--- src/rtl/parity_link_pkg.sv ---
// Shared definitions for the even-parity inter-board link.
// Used by the transmitter, the receive-side parity checker and the loopback bench.
//   DATA_BITS   payload width carried per frame
//   FRAME_BITS  payload plus parity bit
//   state_t     transmitter FSM states
//   frame_t     {parity, data} word
package parity_link_pkg;

    localparam int DATA_BITS  = 5;
    localparam int FRAME_BITS = 6;

    typedef enum logic [1:0] {
        IDLE,
        START,
        DATA,
        STOP
    } state_t;

    typedef logic [FRAME_BITS-1:0] frame_t;

    // Bit that makes the XOR of {parity, data} zero.
    function automatic logic even_parity(input logic [DATA_BITS-1:0] d);
        return ^d;
    endfunction

endpackage

--- src/rtl/parity_generator.sv ---
// Combinational even-parity bit generator with fault injection.
//   data    payload word
//   inject  1 = invert the generated parity bit
//   parity  bit that makes {parity, data} even (inverted when inject=1)
module parity_generator
    import parity_link_pkg::*;
(
    input  logic [DATA_BITS-1:0] data,
    input  logic                 inject,
    output logic                 parity
);

    assign parity = even_parity(data) ^ inject;

endmodule

--- src/rtl/parity_frame_transmitter.sv ---
// Serializes 5-bit words into start / 6 bits LSB first / stop frames with even parity.
//   clk, rst       system clock, asynchronous active-high reset
//   data_in        payload, sampled on accept
//   parity_inject  sampled on accept; inverts the parity bit
//   data_valid     payload offered
//   data_ready     high only in IDLE
//   serial_out     serial line, idles high
//   frame_out      {parity, data_in} captured at accept
//   busy           high from START through STOP
//   done           one-cycle pulse on the first IDLE cycle after STOP
module parity_frame_transmitter
    import parity_link_pkg::*;
#(
    parameter int BIT_CYCLES = 4
) (
    input  logic                 clk,
    input  logic                 rst,
    input  logic [DATA_BITS-1:0] data_in,
    input  logic                 parity_inject,
    input  logic                 data_valid,
    output logic                 data_ready,
    output logic                 serial_out,
    output frame_t               frame_out,
    output logic                 busy,
    output logic                 done
);

    localparam int             CW       = (BIT_CYCLES > 1) ? $clog2(BIT_CYCLES) : 1;
    localparam logic [CW-1:0]  CNT_LAST = CW'(BIT_CYCLES - 1);
    localparam logic [2:0]     IDX_LAST = 3'(FRAME_BITS - 1);

    state_t         state, state_n;
    logic [CW-1:0]  bit_cnt;
    logic [2:0]     idx;
    frame_t         shreg;
    logic           accept, tick, parity, serial_n;

    // data_ready is a registered copy of (state == IDLE), so accept only happens in IDLE.
    assign accept = data_valid && data_ready;
    assign tick   = (bit_cnt == CNT_LAST);

    parity_generator u_pgen (
        .data   (data_in),
        .inject (parity_inject),
        .parity (parity)
    );

    always_ff @(posedge clk or posedge rst) begin
        if (rst) state <= IDLE;
        else     state <= state_n;
    end

    always_comb begin
        state_n = state;
        case (state)
            IDLE:  if (accept) state_n = START;
            START: if (tick) state_n = DATA;
            DATA:  if (tick && idx == IDX_LAST) state_n = STOP;
            STOP:  if (tick) state_n = IDLE;
            default: state_n = IDLE;
        endcase
    end

    // Outputs are registered from the next state so they line up with the state change.
    // In DATA the line moves to the next shift-register bit only at a bit boundary;
    // shreg[1] is what shreg[0] becomes after the shift on that same edge.
    always_comb begin
        serial_n = serial_out;
        case (state_n)
            IDLE:  serial_n = 1'b1;
            START: serial_n = 1'b0;
            STOP:  serial_n = 1'b1;
            DATA: begin
                if (state == START)  serial_n = shreg[0];
                else if (tick)       serial_n = shreg[1];
            end
            default: serial_n = 1'b1;
        endcase
    end

    always_ff @(posedge clk or posedge rst) begin
        if (rst) begin
            data_ready <= 1'b1;
            busy       <= 1'b0;
            done       <= 1'b0;
            serial_out <= 1'b1;
            frame_out  <= '0;
            shreg      <= '0;
            bit_cnt    <= '0;
            idx        <= '0;
        end else begin
            data_ready <= (state_n == IDLE);
            busy       <= (state_n != IDLE);
            done       <= (state == STOP) && (state_n == IDLE);
            serial_out <= serial_n;

            // Held at zero in IDLE so every frame starts with a full start bit.
            if (state == IDLE || tick) bit_cnt <= '0;
            else                       bit_cnt <= bit_cnt + 1'b1;

            if (accept) begin
                shreg     <= {parity, data_in};
                frame_out <= {parity, data_in};
            end else if (state == DATA && tick) begin
                shreg <= {1'b0, shreg[FRAME_BITS-1:1]};
            end

            if (state == START)            idx <= '0;
            else if (state == DATA && tick) idx <= idx + 3'd1;
        end
    end

endmodule
--- config.mk ---
export PLATFORM = sky130hd
export DESIGN_NAME = parity_frame_transmitter
export DESIGN_NICKNAME = d
export VERILOG_FILES = /design/src/rtl/parity_link_pkg.sv /design/src/rtl/parity_generator.sv /design/src/rtl/parity_frame_transmitter.sv
export SDC_FILE = /design/constraint.sdc
export NUM_CORES = 1
export LEC_CHECK = 0
export CORE_UTILIZATION = 54
export DETAILED_ROUTE_END_ITERATION = 6
export PLACE_DENSITY = 0.82
export SLEW_MARGIN = 10
export SYNTH_ARGS = -nofsm -noshare
export SYNTH_HDL_FRONTEND = slang
export SYNTH_SLANG_ARGS = --single-unit
--- constraint.sdc ---
create_clock -name clk -period 4.18 [get_ports clk]
set_input_delay 0.836 -clock clk [delete_from_list [all_inputs] [get_ports clk]]
set_output_delay 0.836 -clock clk [all_outputs]
set_load 0.02 [all_outputs]
==> run metrics <==
Pleak 0.636 nW; status finished, final reports clean; vias in the first global route 703; post-CTS setup buffers 0; Pins Over Slew Limit 0; Post-Synth XOR/XNOR Area 6.20%; initial drt markers 12; non-filler cells, final 141; # setup viols final 0; Worst Path Arrival 2550 ps; internal cell power 560 uW; Die Height 46.5 um; Placed Cells 137; worst-skew pair later-pin latency 290 ps; Cell Rows 15; DRC 0; Synth Area in Simple Gates 14.6%; post-route setup slack 1850 ps; GR peak layer met2; syn nets 112; crit path max fanout 9; grt met2 use 31.4%; Achievable Freq 0.429 GHz; Buf/Inv on CP 1; Largest stage delay, worst path 450 ps; top post-synthesis cells by area dfrtp_1 49%, ha_1 7.0%, nand2_1 6.0%; pre-CTS setup slack 1540 ps; Initial Util 60.0%; share of flip-flops with an asynchronous set or reset 100%; Root Driver clkbuf_4; initial antenna violation count 0; DR pass1 iterations 4; compound-cell area share of the yosys netlist 7.72%; Switching Fraction 37.3%; Die W 46.5 um; Slowest-stage cell, CP clkdlybuf4s50_1; HPWL Detailed 1340 um; Post-synth EDFFs 0; Worst setup EP type flip-flop; TritonCTS clock tree done; core box area 1780 um2; max cap viols 0; grt total ovfl 0; fin nets 132; min Tclk post-route 2330 ps; final design utilization 72.2%; Synth cell types 30; H-tree depth reported by CTS 1; most frequent cells in the layout 21 x dfrtp_1, 18 x clkdlybuf4s50_1, 17 x nand2_1; first-pass GRT wire length 3000 um; combinational power share 44.8%; post-route ant nets 0; diodes inserted 0; CP required 4390 ps; RePlAce Congestion 0.706; vias per cell 5.13; post-synthesis instance area 1070 um2; largest net degree at the start of global routing 24; Slew HR 42.9%; worst-path cell chain clkdlybuf4s50_1 -> nand2_2 -> o21ai_0 -> o21ai_0 -> ha_1 -> nor3b_1 -> nand2_1 -> o31ai_1; CP top delay family simple AND/OR/NAND/NOR gates; adder-cell share of the synthesized area 7.02%; final WL 1790 um; GRT met1 Usage 27.1%; Area growth syn-to-layout 20.4%; hold crit path type reg -> reg; Top FF cell, synth dfrtp_1; # hold bufs at CTS 0; proportion of layout cells with a drive suffix above 1 8.62%; combinational family with the most area after synthesis simple AND/OR/NAND/NOR gates; clock power share 10.9%; period utilization 55.8%; Syn Inst Count 97; worst slew pin tran 856 ps; post-DR wirelength/cell 12.7 um; Avg Cell Area, Syn 11.0 um2; Total GRT Usage 19.7%; startpoint type of the worst setup path input pin; Setup Skew 4.35 ps; setup TNS 0 ps; RSZ-0062 raised after global routing false; post-synthesis register bit count 23; post-synth top area share 49.1%; # port buffers 18; Flop pwr share 44.3%; switching power 332 uW; Fin. Hold Viols 0; CTS Sinks 23; most common cell after layout, fill and taps aside dfrtp_1; CP Class in -> reg; via count 724; most used cell, CP o21ai_0; die area 2160 um2; warnings from Yosys 0; number of gates resized after CTS 0; PwrDens 693 nW/um2; worst-case vdd ir drop 0.463 mV; CTS Buf Count 3; met3 track demand over resource 3.53%; top cell type by total area after synthesis dfrtp_1; Clock Path Buffers 2; I/O Pins 19; post-synthesis mux area share 6.08%; hold slack 441 ps; clk slew on worst S/H paths 120 ps; sequential area share after synthesis 54.0%
-- cell usage after synthesis (2+ instances only) --
master    n
ha_1      6
nand3_1   2
mux2i_1   5
inv_1     7
dfstp_2   2
nand2_1  17
nor2_1    4
dfrtp_1  21
xnor2_1   4
o21ai_0   9
-- final cells by class --
| cell class | count | area, um2 |
|---|---|---|
| flip-flops and latches | 23 | 578 |
| fillers | 133 | 495 |
| multi-input cells | 64 | 445 |
| repair buffers | 18 | 180 |
| well taps | 25 | 31.3 |
| clock buffers | 4 | 26.3 |
| inverters | 7 | 26.3 |
-- flip-flops by register name (all words and copies together), names as in the netlist, 2 cells and up --
signal     cells
idx            3
state          2
bit_cnt        2
frame_out      6
shreg          6
-- worst register-to-register path: stages (launching register included) --
cell and delay, ps:
dfrtp_1 400, ha_1 270, nand4_1 120, o21ai_0 80
o21ai_0 340, ha_1 230, nor3b_1 260, nand2_1 80
o31ai_1 70
-- worst paths after layout --
path                            startpoint    endpoint  slack, ps  depth (start not counted)
worst min-delay path            bit_cnt[0]  bit_cnt[0]        440                          1
min in group asynchronous              rst    state[1]       1010                          2
worst max register to register  bit_cnt[0]  serial_out       2250                          8
worst max-delay path            data_valid  serial_out       1850                          8
worst min register to register  bit_cnt[0]  bit_cnt[0]        440                          1
max in group asynchronous              rst    shreg[2]       2650                          2
-- kinds of logic (layout without fill, tap and decap cells) --
logic type	Yosys count	count (layout)
flip-flops	23	23
AO/OA/AOI/OAI	14	14
AND/OR/NAND/NOR	32	32
XOR/XNOR	6	6
buffers and inverters	10	29
multiplexers	6	6
adder cells (fa/ha/maj)	6	6
-- power groups by stage --
| stage | sequential, mW | combinational, mW | clock, mW |
|---|---|---|---|
| 6_report | 0.396 | 0.400 | 0.0969 |
| 5_1_grt | 0.405 | 0.449 | 0.109 |
| 4_1_cts | 0.396 | 0.402 | 0.0998 |
| 3_5_place_dp | 0.400 | 0.401 | 0 |
| 3_3_place_gp | 0.397 | 0.386 | 0 |
| 2_1_floorplan | 0.431 | 0.224 | 0 |
-- routing by layer --
metal / part of all wire (%) / vias up / routed length (um)
li1: - / 358 / -
met1: 45 / 350 / 805
met2: 50 / 14 / 898
met3: 3.9 / 2 / 69
met4: 0.84 / 0 / 15
met5: 0 / - / 0
-- stage by stage --
stage          power (mW)  area, um2
5_1_grt             0.963       1290
6_report            0.892       1290
4_1_cts             0.898       1290
2_1_floorplan       0.656       1070
3_3_place_gp        0.783       1260
3_5_place_dp        0.801       1260
Power figures use the tool's default switching activity.
